$ cat src/rtl/stdout_uart_tx.sv
// Memory-mapped 8N1 UART transmitter with status register and transmit buffer.
// Define STDOUT_UART_FIFO_EN for a FIFO_DEPTH-entry FIFO; otherwise a single holding register is used.
module stdout_uart_tx #(
    parameter int unsigned CLK_DIV    = 16,
    parameter int unsigned FIFO_DEPTH = 8
) (
    input  logic        i_clk,
    input  logic        i_rstb,
    input  logic        i_clk_en,
    input  logic [23:0] i_addr,
    input  logic        i_wr,
    input  logic [31:0] i_din,
    output logic [31:0] o_dout,
    output logic        o_txd,
    output logic        o_busy
);

    localparam logic [23:0] TX_ADDR   = 24'hFFFFFE;
    localparam logic [23:0] STAT_ADDR = 24'hFFFFFD;
    localparam int unsigned BAUD_W    = (CLK_DIV > 2) ? $clog2(CLK_DIV) : 1;

    typedef enum logic [1:0] {IDLE, START, DATA, STOP} state_t;

    state_t            state, next_state;
    logic [BAUD_W-1:0] baud, next_baud;
    logic [2:0]        bit_idx, next_bit_idx;
    logic [7:0]        shreg, next_shreg;
    logic              next_txd;
    logic              ovf;
    logic              pop;
    logic              empty;
    logic              full;
    logic [7:0]        head;
    logic              wr_tx;
    logic              push_ok;
    logic              baud_end;
    logic              busy;
    logic              unused;

    assign wr_tx   = i_clk_en && i_wr && (i_addr == TX_ADDR);
    // A full buffer still accepts a byte when the transmitter drains one on the same edge.
    assign push_ok = wr_tx && (!full || pop);

`ifdef STDOUT_UART_FIFO_EN
    localparam int unsigned PTR_W = $clog2(FIFO_DEPTH);
    localparam int unsigned CNT_W = $clog2(FIFO_DEPTH + 1);

    logic [7:0]       mem [FIFO_DEPTH];
    logic [PTR_W-1:0] wr_ptr, rd_ptr;
    logic [CNT_W-1:0] count;

    assign head   = mem[rd_ptr];
    assign empty  = (count == '0);
    assign full   = (count == CNT_W'(FIFO_DEPTH));
    assign unused = ^i_din[31:8];

    always_ff @(posedge i_clk) begin
        if (push_ok) begin
            mem[wr_ptr] <= i_din[7:0];
        end
    end

    // Pointers wrap naturally because the depth is a power of two.
    always_ff @(posedge i_clk) begin
        if (!i_rstb) begin
            wr_ptr <= '0;
            rd_ptr <= '0;
            count  <= '0;
        end else if (i_clk_en) begin
            if (push_ok) begin
                wr_ptr <= wr_ptr + PTR_W'(1);
            end
            if (pop) begin
                rd_ptr <= rd_ptr + PTR_W'(1);
            end
            case ({push_ok, pop})
                2'b10:   count <= count + CNT_W'(1);
                2'b01:   count <= count - CNT_W'(1);
                default: count <= count;
            endcase
        end
    end
`else
    logic [7:0] hold;
    logic       valid;

    assign head   = hold;
    assign empty  = !valid;
    assign full   = valid;
    assign unused = ^{i_din[31:8], 7'(FIFO_DEPTH)};

    always_ff @(posedge i_clk) begin
        if (!i_rstb) begin
            hold  <= '0;
            valid <= 1'b0;
        end else if (i_clk_en) begin
            if (push_ok) begin
                hold  <= i_din[7:0];
                valid <= 1'b1;
            end else if (pop) begin
                valid <= 1'b0;
            end
        end
    end
`endif

    // Sticky overflow: set on a dropped push, cleared by writing bit 2 of the status word.
    always_ff @(posedge i_clk) begin
        if (!i_rstb) begin
            ovf <= 1'b0;
        end else if (i_clk_en) begin
            if (wr_tx && full && !pop) begin
                ovf <= 1'b1;
            end else if (i_wr && (i_addr == STAT_ADDR) && i_din[2]) begin
                ovf <= 1'b0;
            end
        end
    end

    always_ff @(posedge i_clk) begin
        if (!i_rstb) begin
            state   <= IDLE;
            baud    <= '0;
            bit_idx <= '0;
            shreg   <= '0;
            o_txd   <= 1'b1;
        end else if (i_clk_en) begin
            state   <= next_state;
            baud    <= next_baud;
            bit_idx <= next_bit_idx;
            shreg   <= next_shreg;
            o_txd   <= next_txd;
        end
    end

    assign baud_end = (baud == BAUD_W'(CLK_DIV - 1));

    always_comb begin
        next_state   = state;
        next_baud    = baud;
        next_bit_idx = bit_idx;
        next_shreg   = shreg;
        next_txd     = o_txd;
        pop          = 1'b0;
        case (state)
            IDLE: begin
                if (!empty) begin
                    pop        = 1'b1;
                    next_shreg = head;
                    next_baud  = '0;
                    next_txd   = 1'b0;
                    next_state = START;
                end
            end
            START: begin
                if (baud_end) begin
                    next_baud    = '0;
                    next_bit_idx = '0;
                    next_txd     = shreg[0];
                    next_state   = DATA;
                end else begin
                    next_baud = baud + BAUD_W'(1);
                end
            end
            DATA: begin
                if (baud_end) begin
                    next_baud = '0;
                    if (bit_idx == 3'd7) begin
                        next_txd   = 1'b1;
                        next_state = STOP;
                    end else begin
                        next_bit_idx = bit_idx + 3'd1;
                        next_shreg   = {1'b0, shreg[7:1]};
                        next_txd     = shreg[1];
                    end
                end else begin
                    next_baud = baud + BAUD_W'(1);
                end
            end
            STOP: begin
                if (baud_end) begin
                    next_baud = '0;
                    if (!empty) begin
                        pop        = 1'b1;
                        next_shreg = head;
                        next_txd   = 1'b0;
                        next_state = START;
                    end else begin
                        next_state = IDLE;
                    end
                end else begin
                    next_baud = baud + BAUD_W'(1);
                end
            end
            default: next_state = IDLE;
        endcase
    end

    // Status is forced to zero while reset is held so nothing leaks from pre-reset state.
    assign busy   = i_rstb && ((state != IDLE) || !empty);
    assign o_busy = busy;
    assign o_dout = (i_rstb && (i_addr == STAT_ADDR)) ? {29'b0, ovf, full, busy} : 32'b0;

endmodule
$ cat config.mk
export PLATFORM = sky130hd
export DESIGN_NAME = stdout_uart_tx
export DESIGN_NICKNAME = d
export VERILOG_FILES = /design/src/rtl/stdout_uart_tx.sv
export SDC_FILE = /design/constraint.sdc
export NUM_CORES = 1
export LEC_CHECK = 0
export BUFFER_PORTS_ARGS = -buffer_cell sky130_fd_sc_hd__buf_2
export CAP_MARGIN = 20
export CORE_MARGIN = 5
export CORE_UTILIZATION = 35
export DETAILED_ROUTE_END_ITERATION = 7
export HOLD_SLACK_MARGIN = 0.03
export PLACE_DENSITY = 0.74
export SLEW_MARGIN = 5
export SYNTH_ARGS = -nofsm -noshare
export SYNTH_HDL_FRONTEND = slang
export SYNTH_SLANG_ARGS = --single-unit
$ cat constraint.sdc
create_clock -name i_clk -period 1.8 [get_ports i_clk]
set_input_delay 0.09 -clock i_clk [delete_from_list [all_inputs] [get_ports i_clk]]
set_output_delay 0.09 -clock i_clk [all_outputs]
set_load 0.01 [all_outputs]
==> results.cfg, run 1 <==
[setup_path]
regToRegStartpoint = bit_idx[0]
startpoint = bit_idx[0]
cp-endpoint = bit_idx[2]
startpoint_type = flip-flop
worstPathRequired_ns = 2.02
cpMostUsedCell = ha_1
critical_path_class = reg -> reg
r2r_cells = 7
setup.worst_path.end_class = flip-flop
arrival_ns = 1.92
worstPathCellList = ha_1 -> ha_1 -> nand4b_1 -> a221oi_2 -> buf_4 -> nand4_1 -> o21ai_0
r2r_slack_ns = 0.1
cp_max_fo = 4
regToRegEndpoint = bit_idx[2]
crit_slowest_cell = a221oi_2
cp_slowest_stage_delay_ns = 0.34

[timing]
setup_viol = 0
fin_skew_ns = 0.00749
tightestPinTransition_ns = 0.582
setup_tns_ns = 0
maxSlewViolCount = 0
final.min_clock_period_ns = 1.70
fin_ws_ns = 0.0965
grt_setup_unrepaired = false
clock.fmax_mhz = 587
slew-limit-headroom_pct = 61.0
fin_crit_sh_pct = 94.6
hold_viol = 0

[yosys]
synth_seq_cells = 28
synth_top_area_share_pct = 30.4
yosys.area.top_type = dfxtp_1
synth_area_um2 = 1850
ys_top_cells_by_count = 29 x buf_4, 28 x dfxtp_1, 24 x nand2_1
synthTopCellsByArea = dfxtp_1 30%, buf_4 12%, ha_1 5.4%
async_flop_share_pct = 0
syn_area_per_cell_um2 = 8.51
yosysMostFrequentCell = buf_4
synth_cell_type_count = 44
netlist_instances = 217
yosysWarnings = 0
synth_edf_count = 0
yosys_most_used_dff = dfxtp_1
seq_area_frac_synth_pct = 30.4

[clock_network]
cts_sinks = 28
tritoncts.num_buffers = 3
cts-root-buf = clkbuf_8
htreeDepth = 1
cts_tree = done
cts.path.max_buffers = 2
insertion_delay_ns = 0.29
ctsHoldBuffers = 0
cts.clk_slew.worst_paths_ns = 0.10

[floorplanning]
start_util_pct = 36.2
ioPinCount = 94
fp.dieArea_um2 = 6830
die_x_um = 82.6
core.rowCount = 26
die_height_um = 82.6
coreArea_um2 = 5110

[layout]
fill_cells = 519
multi_input_comb_area_um2 = 1130
fin_nets = 327
area_growth_pct = 15.2
drive_above_1_share_pct = 27.1
insertedDiodeCount = 0
seq_area_um2 = 564

[power]
swShare_pct = 22.4
power_per_cell_area_nw_per_um2 = 577
seq_power_share_pct = 50.4
power_switching_uw = 275
p_comb_share_pct = 7.7
cellLeakagePower_uw = 0.000900
ir_drop_v = 0.000277
power.internal_uw = 953
power_frac_clock_pct = 41.9

[run]
drv_cap = 0

[drt]
drtPass1Iterations = 4
routed-via-count = 1639
drt-wirelength-per-cell_um = 12.7
drc = 0
drt_iter0_markers = 68
final_antenna_net_count = 0
route.final.wire_length_mm = 4.15
via_per_inst = 5.00

[grt]
grtUsageTotal_pct = 12.9
busiest_layer = met2
grt_pass1_vias = 1613
use_met3_pct = 1.30
use_met2_pct = 21.7
grt_pass1_wl_mm = 7.02
antenna_found_initial = 0
grt_max_degree = 30
grt_overflow = 0
grt.met1_usage_pct = 16.3

[place]
portBuffers = 40
dp_slack_ns = 0.0213
gp_congestion = 0.802
dp_hpwl_mm = 3.20

[hold_path]
hold_class = in -> reg

[status]
outcome = finished clean
-- cells in the final DEF (no fill, tap or decap), types with 2 or more instances in the layout --
cell type,instances
clkbuf_8,3
conb_1,29
nand4_1,16
buf_4,7
o31ai_1,9
or4_1,3
dfxtp_2,3
a21oi_1,3
mux2i_1,9
ha_1,6
nor2b_1,3
nand2_1,24
inv_1,5
and3_1,2
mux2_2,7
ha_2,2
a21boi_1,11
nand4b_1,3
a211oi_1,2
nand3_1,4
dfxtp_1,25
buf_2,40
a21boi_0,3
nor4_1,2
nor2_1,10
o21ai_0,6
-- cells by family after synthesis --
| family | Yosys count | share of synthesized area [%] |
|---|---|---|
| other cells | 1 | 0.203 |
| flops | 28 | 30.4 |
| fa+ha+maj | 8 | 5.42 |
| buf+inv | 43 | 15.0 |
| compound gates | 45 | 18.0 |
| mux | 16 | 9.15 |
| simple gates | 76 | 22.0 |
-- sequential cells by signal (all words and copies together) (netlist names) --
register  count
ovf           1
full          1
head          8
shreg         8
baud          4
bit_idx       3
state         2
o_txd         1
-- worst max-delay path, delay by kind of cell (launching register included) --
kind | cells | cell delay [ns]
flops | 1 | 0.33
fa+ha+maj | 2 | 0.38
simple gates | 2 | 0.33
compound gates | 2 | 0.42
buf+inv | 1 | 0.17
-- stage by stage --
stage	util, %	cell area, µm²	cells	power (µW)	hold slack (ns)
final	41.6	2130	328	1230	0.0441
after global routing	41.6	2130	328	1260	0.0683
after CTS	41.2	2110	327	1230	0.0466
after detailed placement	39.7	2030	323	726	0.354
after global placement	39.7	2030	323	725	0.360
after floorplan	-	1950	245	727	0.243
-- cell type report --
| class | instances | share of cell area, % |
|---|---|---|
| timing repair buffer | 47 | 11.9 |
| clock buffer | 3 | 1.94 |
| tap | 70 | 4.12 |
| multi-input combinational | 174 | 53.2 |
| inverter | 5 | 0.882 |
| sequential | 28 | 26.5 |
| clock inverter | 1 | 1.41 |
-- worst min-delay path by stage --
stage	startpoint	to	slack, ns	depth (start not counted)
2_1_floorplan	i_din[0]	head[0]	0.24	2
3_3_place_gp	i_din[3]	head[3]	0.36	3
3_5_place_dp	i_din[7]	head[7]	0.35	3
4_1_cts	i_din[7]	head[7]	0.05	3
5_1_grt	i_din[3]	head[3]	0.07	3
6_report	i_din[7]	head[7]	0.04	3
-- power by group through the flow --
stage               Clock [µW]  Sequential, µW  Combinational [µW]
detailed placement           0             633                92.3
finish                     514             619                94.8
global placement             0             633                91.2
floorplan                    0             633                93.8
CTS                        514             619                92.8
global route               538             619                 107
-- repair_timing --
item,in CTS,in global routing
resized for setup,1,8
cloned,0,0
setup endpoints to repair,8,22
endpoints found under the hold margin,0,0
buffers inserted,0,1
pin swaps,0,1
-- metal layers --
layer / routed length (µm) / share of wire [%] / vias to the layer above
li1: - / - / 816
met1: 1780 / 43 / 753
met2: 2030 / 49 / 63
met3: 260 / 6.3 / 7
met4: 85 / 2.0 / 0
met5: 0 / 0 / -
Note: power is estimated with default switching activity, not from simulation.
==> inputs of run 2 (changes only) <==
--- a/config.mk
+++ b/config.mk
@@ -7,7 +7,6 @@
 export LEC_CHECK = 0
 export BUFFER_PORTS_ARGS = -buffer_cell sky130_fd_sc_hd__buf_2
 export CAP_MARGIN = 20
-export CORE_MARGIN = 5
 export CORE_UTILIZATION = 35
 export DETAILED_ROUTE_END_ITERATION = 7
 export HOLD_SLACK_MARGIN = 0.03
==> constraint.sdc (replaced) <==
create_clock -name i_clk -period 1.8 [get_ports i_clk]
set_input_delay 0.09 -clock i_clk [delete_from_list [all_inputs] [get_ports i_clk]]
set_output_delay 0.09 -clock i_clk [all_outputs]
set_load 0.005 [all_outputs]
==> results.cfg, run 2 (same netlist as run 1, synthesis figures left out) <==
[timing]
final.min_clock_period_ns = 1.69
holdWs_ns = 0.0571
slew-limit-headroom_pct = 57.7
setup_viol = 0
fin_skew_ns = 0.00163
maxSlewViolCount = 0
setup_tns_ns = 0
hold_viol = 0
tightestPinTransition_ns = 0.635
fin_crit_sh_pct = 93.8
clock.fmax_mhz = 592

[setup_path]
crit_slowest_cell = dfxtp_1
cp_slowest_stage_delay_ns = 0.40
setup.worst_path.end_class = flip-flop
critical_path_class = reg -> reg
regToRegStartpoint = baud[0]
startpoint_type = flip-flop
worstPathCellList = ha_2 -> and3_1 -> o21ai_0 -> a21o_1 -> o221a_2
r2r_slack_ns = 0.11
worstPathRequired_ns = 1.98
arrival_ns = 1.87
cp_max_fo = 6
startpoint = baud[0]

[layout]
final_cell_mix = 40 x buf_2, 29 x conb_1, 25 x dfxtp_1
drive_above_1_share_pct = 28.6
fin_nets = 328
fill_cells = 513
insertedDiodeCount = 0
final_area_um2 = 2140
area_growth_pct = 16.1
layout_commonest_cell = buf_2
stdcell_count = 329

[power]
power.internal_uw = 952
power_switching_uw = 256
swShare_pct = 21.2
p_comb_share_pct = 6.5
seq_power_share_pct = 51.2
cellLeakagePower_uw = 0.000903
power_per_cell_area_nw_per_um2 = 563
power_frac_clock_pct = 42.3
ir_drop_v = 0.000300

[clock_network]
cts_tree = done
cts.path.max_buffers = 2
cts.clk_slew.worst_paths_ns = 0.10
ctsHoldBuffers = 0
tritoncts.num_buffers = 3
htreeDepth = 1
insertion_delay_ns = 0.28
cts-root-buf = clkbuf_8
cts_sinks = 28

[drt]
drtPass1Iterations = 4
final_antenna_net_count = 0
routed-via-count = 1627
drc = 0
drt_iter0_markers = 34
drt-wirelength-per-cell_um = 11.6
via_per_inst = 4.95
route.final.wire_length_mm = 3.81

[floorplanning]
start_util_pct = 36.2
ioPinCount = 94
core.rowCount = 26
die_height_um = 74.6
die_x_um = 74.6
fp.dieArea_um2 = 5570
coreArea_um2 = 5110

[place]
dpl_cell_area_um2 = 2010
gp_congestion = 0.869
dp_cells = 321
portBuffers = 40
dp_hpwl_mm = 2.78

[grt]
grt_max_degree = 42
grt_pass1_vias = 1450
antenna_found_initial = 0
grt_overflow = 0
grt_pass1_wl_mm = 6.42
grtUsageTotal_pct = 14.8

[run]
drv_cap = 0

[status]
outcome = finished clean

[hold_path]
hold_class = in -> reg
min_from = i_din[5]
## run 2: cell types whose count changed in the layout (fill, tap and decap cells not counted), sizes merged
cell  change
buf       +1
## run 2: critical path: cells and delay by family, from the launching register on
kind	cells	cell delay (ns)
and+or+nand+nor	1	0.29
DFF	1	0.40
adders and majority gates	1	0.24
AOI/OAI and AO/OA	3	0.66
## run 2: power by group through the flow
stage	Combinational (µW)	Clock (µW)	Sequential, µW
final	78.6	510	619
after global routing	91.7	538	619
after CTS	78.1	520	619
after detailed placement	77.5	0	633
after global placement	77.0	0	633
after floorplan	79.7	0	633
## run 2: routing by layer
metal / track usage [%] / routed length (µm) / vias up
met2: 24.6 / 1860 / 63
met4: 7.13 / 64 / 0
li1: - / - / 816
met5: 0 / 0 / -
met1: 18.9 / 1720 / 742
met3: 2.14 / 175 / 6
## run 2: what timing repair did
item,4_1_cts,5_1_grt
endpoints found under the setup margin,0,22
buffers inserted,0,4
resized for setup,0,12
## run 2: through the flow
stage	utilization [%]	total power [µW]	setup WS [ns]
floorplan	-	713	0.208
global placement	39.4	710	0.0634
detailed placement	39.4	711	0.0302
CTS	40.8	1220	0.00408
global route	42.0	1250	-0.0134
finish	42.0	1210	0.111
## run 2: worst paths after layout
path | endpoint | cells past startpoint
min reg2reg | bit_idx[1] | 2
max | state[0] | 5
min | head[5] | 3
max reg2reg | state[0] | 5
## run 2: cell type report
type / instances / area [µm²] / area share, %
clock buffers: 3 / 41.3 / 1.93
clock inverters: 1 / 30.0 / 1.40
flip-flops and latches: 28 / 564 / 26.3
inverters: 5 / 18.8 / 0.875
multi-input cells: 174 / 1140 / 53.3
repair buffers: 48 / 260 / 12.1
well taps: 70 / 87.6 / 4.08
==> inputs of run 3 (changes only) <==
--- a/config.mk
+++ b/config.mk
@@ -7,10 +7,11 @@
 export LEC_CHECK = 0
 export BUFFER_PORTS_ARGS = -buffer_cell sky130_fd_sc_hd__buf_2
 export CAP_MARGIN = 20
+export CORE_MARGIN = 1.5
 export CORE_UTILIZATION = 35
 export DETAILED_ROUTE_END_ITERATION = 7
 export HOLD_SLACK_MARGIN = 0.03
-export PLACE_DENSITY = 0.74
+export PLACE_DENSITY = 0.77
 export SLEW_MARGIN = 5
 export SYNTH_ARGS = -nofsm -noshare
 export SYNTH_HDL_FRONTEND = slang
==> constraint.sdc (replaced) <==
create_clock -name i_clk -period 1.5 [get_ports i_clk]
set_input_delay 0.075 -clock i_clk [delete_from_list [all_inputs] [get_ports i_clk]]
set_output_delay 0.075 -clock i_clk [all_outputs]
set_load 0.005 [all_outputs]
==> results.cfg, run 3 (same netlist as run 1, synthesis figures left out) <==
[grt]
grt_overflow = 0
grtUsageTotal_pct = 15.7
grt_pass1_wl_mm = 6.89
grt_max_degree = 26
antenna_found_initial = 0
grt_pass1_vias = 1614

[timing]
setup_viol = 21
grt_setup_unrepaired = true
fin_crit_sh_pct = 108
fin_ws_ns = -0.126
hold_viol = 0
maxSlewViolCount = 0
final.min_clock_period_ns = 1.63
fin_skew_ns = 0.00813
clock.fmax_mhz = 615

[clock_network]
tritoncts.num_buffers = 3
cts.clk_slew.worst_paths_ns = 0.10
cts-root-buf = clkbuf_8
cts_tree = done
cts_sinks = 28
insertion_delay_ns = 0.28
cts.path.max_buffers = 2
htreeDepth = 1

[floorplanning]
core.rowCount = 26
start_util_pct = 36.2
fp.dieArea_um2 = 5720
die_x_um = 75.6
ioPinCount = 94
die_height_um = 75.6
coreArea_um2 = 5110

[status]
outcome = finished, violations left
violations = setup timing

[place]
dp_hpwl_mm = 3.16
gp_congestion = 0.832
dp_slack_ns = -0.162
portBuffers = 40

[drt]
route.final.wire_length_mm = 4.41
drt-wirelength-per-cell_um = 12.5
drtPass1Iterations = 4
drc = 0
final_antenna_net_count = 0
via_per_inst = 4.96
drt_iter0_markers = 39
routed-via-count = 1746

[power]
cellLeakagePower_uw = 0.00101
ir_drop_v = 0.000312
fin_total_pwr_uw = 1320
power_per_cell_area_nw_per_um2 = 549

[layout]
insertedDiodeCount = 0
area_growth_pct = 30.5
multi_input_comb_area_um2 = 1240
layout_commonest_cell = buf_2
fin_nets = 351
seq_area_um2 = 572
fill_cells = 482
drive_above_1_share_pct = 39.0
final_cell_mix = 40 x buf_2, 31 x buf_4, 29 x conb_1

[setup_path]
cp_max_fo = 2
setup.worst_path.end_class = flip-flop
critical_path_class = reg -> reg
startpoint_type = flip-flop
worstPathRequired_ns = 1.73
arrival_ns = 1.86

[run]
drv_cap = 0

[hold_path]
hold_class = in -> reg
## run 3: layout make-up
class,count,area share [%]
timing repair buffer,71,18.0
multi-input combinational,174,51.4
clock buffer,4,2.28
inverter,5,0.987
tap,70,3.63
sequential,28,23.7
## run 3: final timing paths
path         cells after the start        from  slack [ns]          to
max reg2reg                      8  bit_idx[0]       -0.13  bit_idx[0]
max                              8  bit_idx[0]       -0.13  bit_idx[0]
min                              3    i_din[7]        0.05     head[7]
min reg2reg                      2    shreg[4]        0.47    shreg[4]
## run 3: report_power, final
part / internal, µW / switching (µW) / total, µW
Clock: 236 / 250 / 485
Combinational: 43.4 / 55.3 / 98.7
Sequential: 739 / 0.00000628 / 739
## run 3: metal layers
layer | track usage, % | up-vias | wire length [µm]
met2 | 28.9 | 62 | 2210
met3 | 2.38 | 4 | 191
li1 | - | 860 | -
met5 | 0 | - | 0
met1 | 18.2 | 820 | 1970
met4 | 5.75 | 0 | 38
## run 3: what timing repair did
action | CTS | global route
pin swaps | 7 | 3
setup endpoints to repair | 28 | 27
hold buffers | 0 | 0
gates resized for setup | 18 | 13
buffers inserted | 4 | 2
## run 3: critical path, cell delays in order (launching register included)
cell and delay (ns):
dfxtp_2 0.35, ha_4 0.16, ha_4 0.15, nand4b_1 0.20, buf_4 0.18, buf_4 0.12
buf_4 0.13, nor4_4 0.12, o21a_1 0.16
## run 3: stage by stage
step	setup TNS (ns)	instance area (µm²)	std cells	utilization (%)	hold slack, ns
4_1_cts	-0.727	2350	350	46.0	0.0424
6_report	-1.37	2410	352	47.2	0.0459
2_1_floorplan	-0.0313	1980	245	-	0.228
5_1_grt	-3.05	2410	352	47.2	0.0423
3_5_place_dp	-2.99	2200	342	43.1	0.339
3_3_place_gp	-1.62	2200	342	43.1	0.339
